### config.mk
export PLATFORM = sky130hd
export DESIGN_NAME = register_file
export DESIGN_NICKNAME = d
export VERILOG_FILES = /design/src/rtl/datapath_pkg.sv /design/src/rtl/register8.sv /design/src/rtl/register_file.sv
export SDC_FILE = /design/constraint.sdc
export NUM_CORES = 1
export LEC_CHECK = 0
export CAP_MARGIN = 20
export CELL_PAD_IN_SITES_DETAIL_PLACEMENT = 1
export CELL_PAD_IN_SITES_GLOBAL_PLACEMENT = 1
export CORE_MARGIN = 2
export CORE_UTILIZATION = 40
export DETAILED_ROUTE_END_ITERATION = 8
export DONT_BUFFER_PORTS = 1
export PLACE_DENSITY_LB_ADDON = 0.1
export SYNTH_ARGS = -nofsm -noshare
export SYNTH_HDL_FRONTEND = slang
export SYNTH_HIERARCHICAL = 1
export SYNTH_SLANG_ARGS = --single-unit
### constraint.sdc
create_clock -name clk -period 3.3 [get_ports clk]
set_clock_uncertainty 0.05 [all_clocks]
set_input_delay 0.66 -clock clk [delete_from_list [all_inputs] [get_ports clk]]
set_output_delay 0.66 -clock clk [all_outputs]
set_load 0.03 [all_outputs]
### src/rtl/datapath_pkg.sv
// Shared datapath types and constants used by the register file, ALU,
// operand mux and instruction decoder.
package datapath_pkg;

    localparam int DATA_WIDTH     = 8;
    localparam int REG_ADDR_WIDTH = 3;
    localparam int REG_DEPTH      = 2 ** REG_ADDR_WIDTH;

    typedef logic [DATA_WIDTH-1:0]     data_t;
    typedef logic [REG_ADDR_WIDTH-1:0] reg_addr_t;

    localparam reg_addr_t REG_ZERO = 3'd0;

endpackage : datapath_pkg

### src/rtl/register8.sv
// Single datapath register with load enable and asynchronous active-low clear.
module register8 #(
    parameter int DATA_WIDTH = datapath_pkg::DATA_WIDTH
) (
    input  logic                  clk,
    input  logic                  reset_n,
    input  logic                  load,
    input  logic [DATA_WIDTH-1:0] d,
    output logic [DATA_WIDTH-1:0] q
);

    // NOTE: sequential state is updated with non-blocking assignments so every
    // register samples its inputs before any of them change.
    always_ff @(posedge clk or negedge reset_n) begin
        if (!reset_n) begin
            q <= '0;
        end else if (load) begin
            q <= d;
        end
    end

endmodule : register8

### src/rtl/register_file.sv
// 8x8 register file: two combinational read ports, one synchronous write port,
// optional hardwired-zero r0 and optional write-to-read bypass.
module register_file
    import datapath_pkg::*;
#(
    parameter int DATA_WIDTH = datapath_pkg::DATA_WIDTH,
    parameter int ADDR_WIDTH = datapath_pkg::REG_ADDR_WIDTH,
    parameter int ZERO_R0    = 1,
    parameter int BYPASS     = 0
) (
    input  logic                  clk,
    input  logic                  reset_n,
    input  logic [ADDR_WIDTH-1:0] read_addr_a,
    input  logic [ADDR_WIDTH-1:0] read_addr_b,
    output logic [DATA_WIDTH-1:0] read_data_a,
    output logic [DATA_WIDTH-1:0] read_data_b,
    input  logic                  write_enable,
    input  logic [ADDR_WIDTH-1:0] write_addr,
    input  logic [DATA_WIDTH-1:0] write_data
);

    localparam int DEPTH = 2 ** ADDR_WIDTH;

    logic [DATA_WIDTH-1:0] regs_q [DEPTH];
    logic                  write_ok;
    logic                  bypass_a;
    logic                  bypass_b;

    // A write to r0 is dropped when r0 is hardwired, so it never bypasses either.
    assign write_ok = write_enable &&
                      !((ZERO_R0 != 0) && (write_addr == ADDR_WIDTH'(REG_ZERO)));

    // NOTE: storage is built from individually resettable registers rather than
    // an inferred RAM, because reset must clear every entry at once.
    for (genvar i = 0; i < DEPTH; i++) begin : g_reg
        if ((ZERO_R0 != 0) && (i == 0)) begin : g_zero
            assign regs_q[i] = '0;
        end else begin : g_store
            logic load;

            assign load = write_enable && (write_addr == ADDR_WIDTH'(i));

            register8 #(
                .DATA_WIDTH(DATA_WIDTH)
            ) u_reg (
                .clk    (clk),
                .reset_n(reset_n),
                .load   (load),
                .d      (write_data),
                .q      (regs_q[i])
            );
        end
    end

    assign bypass_a = (BYPASS != 0) && write_ok && (write_addr == read_addr_a);
    assign bypass_b = (BYPASS != 0) && write_ok && (write_addr == read_addr_b);

    // NOTE: every output gets a default before the conditional overrides so the
    // combinational block cannot infer a latch.
    always_comb begin
        read_data_a = regs_q[read_addr_a];
        read_data_b = regs_q[read_addr_b];
        if (bypass_a) begin
            read_data_a = write_data;
        end
        if (bypass_b) begin
            read_data_b = write_data;
        end
        // Outputs stay zero for the whole reset window, bypass included.
        if (!reset_n) begin
            read_data_a = '0;
            read_data_b = '0;
        end
    end

endmodule : register_file

==> reports/results.env <==
R2R_SETUP_SLACK_NS=2.44
GLOBALROUTETOTALUTIL_PCT=19.8
TIMING.CRITICAL_PATH.FROM_TYPE='input pin'
DIE-WIDTH_UM=95.6
REGISTERS_WITH_THE_MOST_FLIP_FLOPS='g.g_store.u_reg/q: 56 flops'
SLEW_VIOLATIONS=0
DR_TOTAL_VIAS=1901
GRT_REMAINING_OVERFLOW=0
COMMONEST_CELLS_IN_THE_SYNTHESIZED_NETLIST='mux2_4 (57), dfrtp_1 (56), mux2_2 (15)'
FLOORPLAN.DIE_AREA_UM2=9130
ASYNCSETRESETFLOPFRACSYNTH_PCT=100
CP.ARRIVAL_NS=1.92
TIMING.REG2REG.WORST_PATH_DEPTH=1
MIN-DELAY-PATH-CLASS='in2async'
TRITONCTS='yes'
DIE_HEIGHT_UM=95.6
FINALHOLDVIOLATIONS=0
CRITICAL_PATH.ENDPOINT_TYPE='primary output'
TRITONCTS_NUM_SINKS=56
GRT_FIRST_PASS_WIRELENGTH_MM=13.1
WORST-SETUP-PATH-TYPE='in2out'
POWER.SHARE.COMBINATIONAL_PCT=27.6
SEQ_POWER_SHARE_PCT=48.8
SETUP_REPAIR_AFTER_GLOBAL_ROUTING_MISSED_ITS_MARGIN='no'
COUNT_OF_INPUT_AND_OUTPUT_BUFFERS=0
AREA.GROWTH.SYNTH_TO_FINAL_PCT=4.36
SYNTH.CELL_AREA_UM2=3350
FINALSETUPTNS_NS=0
ANTENNA_DIODE_COUNT=0
STATUS='finished clean'
FILLERS=807
FIRSTDRTPASSITERS=4
LARGEST_REGISTER_FFS=56
VIA_COUNT_OF_THE_FIRST_GLOBAL_ROUTING_PASS=2200
NUMBER_OF_DISTINCT_LIBRARY_CELLS_AFTER_SYNTHESIS=20
POST_SYNTH.CELL_AREA_AVG_UM2=15.2
GRT_MAX_DEGREE=57
DRT-TOTAL-WL_MM=8.19
FINAL_CRITICAL_PATH_SETUP_SLACK_NS=0.668
LAYOUT.AREA.SEQ_UM2=1400
PLACE_INST=312
SYNTH_TOP_CELL_BY_AREA='dfrtp_1'
CELLPOWERDENSITY_nW_PER_UM2=563
PRE_CTS_WS_NS=0.654
MULTI_INPUT_COMB_AREA_UM2=1760
YS_FF_LATCH=56
POWER.SHARE.CLOCK_PCT=23.6
FLOORPLAN.INITIALDENSITY_PCT=41.0
SETUP_VIOL_COUNT_FINAL=0
HTREE_NUM_LEVELS=2
PLACE_HPWL_MM=5.58
ANTENNA_VIOLATIONS_BEFORE_REPAIR=0
CRIT_PATH_MAX_FANOUT=17
CLK_PIN_SLEW_NS=0.10
REGTOREGSTARTPOINT='g_reg[2].g_store.u_reg/q[6]'
YOSYS_WARNINGS=6
WORSTREG2REGEND='g_reg[2].g_store.u_reg/q[6]'
SYNTH_ENABLE_FLOP_CELLS=0
CORE_REGION_AREA_UM2=8180
SWSHARE_PCT=28.0
FINALWORSTPATHREQUIREDPERIOD_NS=2.63
WORST_EP_REQUIRED_TIME_NS=2.59
SYN_INST=220
SYNTH_AREA_LEADERS='dfrtp_1 (42%), mux2_4 (26%), mux4_2 (9.4%)'
RELSLEWSLACK_PCT=54.0
NUM_ROWS=33
TOTAL_SWITCHING_POWER_mW=0.553
FINAL_CORE_UTILIZATION_PCT=42.8
CTS-ROOT-BUF='clkbuf_8'
LAYOUT-DRIVE-GT1-SHARE_PCT=47.7
MAX-CLOCK-PATH-BUFFERS=2
FINAL_CELLS=321
LEAKAGEPOWER_nW=1.54
AVERAGE_DETAILED_ROUTED_WIRE_LENGTH_PER_INSTANCE_UM=25.5
NNETSFINAL=235
INITIALDRTVIOLATIONCOUNT=26
CLOCK_LATENCY_NS=0.30
CTS.REPAIR.RESIZED=0
SEQ_AREA_FRAC_SYNTH_PCT=41.8
ANT_NETS=0
DRV_CAP=0
REGISTERS.TOP_BY_FF_COUNT='g.g_store.u_reg/q'
POST_SYNTHESIS_NET_COUNT=240
VIAS_PER_CELL=5.92
MAX_SLEW.WORST_PIN.SLEW_NS=0.688
VDD_IR_DROP_MAX_V=0.000239
NUMBER_OF_DRC_VIOLATIONS_AFTER_DETAILED_ROUTING=0
FLOORPLAN.IO_PINS=36
FINAL_WORST_PATH_CYCLE_SHARE_PCT=79.8
INTERNAL_POWER_mW=1.42
REPLACE_CONGESTION=0.767
MOST_REPEATED_CELL_IN_THE_GATE_LEVEL_NETLIST_AFTER_SYNTHESIS='mux2_4'
DOMINANTREGCELLSYNTH='dfrtp_1'
CTS_POST_SETUP_BUFFERS_INSERTED=0
YOSYSTOPAREACELLSHARE_PCT=41.8
TIMING.FMAX_MHz=380
TRITONCTS.NUM_BUFFERS=5
[kinds of logic after synthesis]
kind of cell / Yosys count / synth area share [%]
multiplexers: 88 / 41.5
buffers and inverters: 22 / 5.78
AND/OR/NAND/NOR: 22 / 2.87
AO/OA/AOI/OAI: 32 / 8.06
flip-flops: 56 / 41.8
[stage by stage]
stage                     power [mW]  hold WS [ns]  cell area (um^2)
after detailed placement        1.50         0.316              3360
after global routing            2.07         0.160              3500
final                           1.97         0.160              3500
after global placement          1.48         0.317              3360
after floorplan                 1.42         0.314              3350
after CTS                       1.99         0.163              3500
[metal layers]
| layer | wire [um] | GRT usage (%) | vias to the layer above |
|---|---|---|---|
| li1 | - | - | 826 |
| met1 | 3800 | 26.9 | 1037 |
| met2 | 3980 | 32.4 | 33 |
| met3 | 357 | 4.66 | 5 |
| met4 | 53 | 3.81 | 0 |
| met5 | 0 | 0 | - |
[placed cells by master (no fill, tap or decap)]
cell | synthesis | final
a221o_1 | 8 | 8
a221oi_1 | 8 | 8
buf_16 | 0 | 1
buf_4 | 0 | 7
bufinv_16 | 0 | 1
clkbuf_8 | 0 | 5
clkinv_4 | 0 | 2
dfrtp_1 | 56 | 56
inv_1 | 2 | 2
mux2_2 | 15 | 15
mux2_4 | 57 | 57
mux4_1 | 2 | 2
mux4_2 | 14 | 14
nand2_1 | 2 | 2
nand2b_1 | 3 | 3
nor2_1 | 14 | 14
nor2b_1 | 2 | 2
nor3_2 | 0 | 1
o211a_1 | 8 | 8
o21ai_0 | 8 | 8
[layout make-up]
| type | count | area share (%) |
|---|---|---|
| inverters | 2 | 0.214 |
| clock buffers | 5 | 1.97 |
| repair buffers | 8 | 2.29 |
| flip-flops and latches | 56 | 40.0 |
| multi-input cells | 142 | 50.4 |
| clock inverters | 3 | 1.36 |
| well taps | 105 | 3.75 |
[timing repair]
action | in CTS | in global routing
endpoints found under the setup margin | 0 | 0
endpoints found under the hold margin | 56 | 0
hold buffers | 1 | 0
[worst max-delay path by stage]
stage / start / cells after the start / slack [ns] / to
global route: read_addr_a[1] / 3 / 0.53 / read_data_a[2]
detailed placement: read_addr_a[1] / 3 / 0.65 / read_data_a[3]
finish: read_addr_a[1] / 3 / 0.67 / read_data_a[2]
CTS: read_addr_a[1] / 3 / 0.65 / read_data_a[3]
floorplan: read_addr_a[0] / 5 / 0.88 / read_data_a[4]
global placement: read_addr_a[1] / 3 / 0.68 / read_data_a[5]
[power groups by stage]
stage | logic [mW] | clock network [mW] | registers [mW]
final | 0.545 | 0.466 | 0.962
after global routing | 0.582 | 0.507 | 0.984
after CTS | 0.549 | 0.478 | 0.961
after detailed placement | 0.529 | 0 | 0.970
after global placement | 0.521 | 0 | 0.956
after floorplan | 0.492 | 0 | 0.926
[critical path: stages]
cell,delay [ns]
nor2b_1,0.55
a221oi_1,0.20
nor2_1,0.51
(Power assumes the default switching activity.)
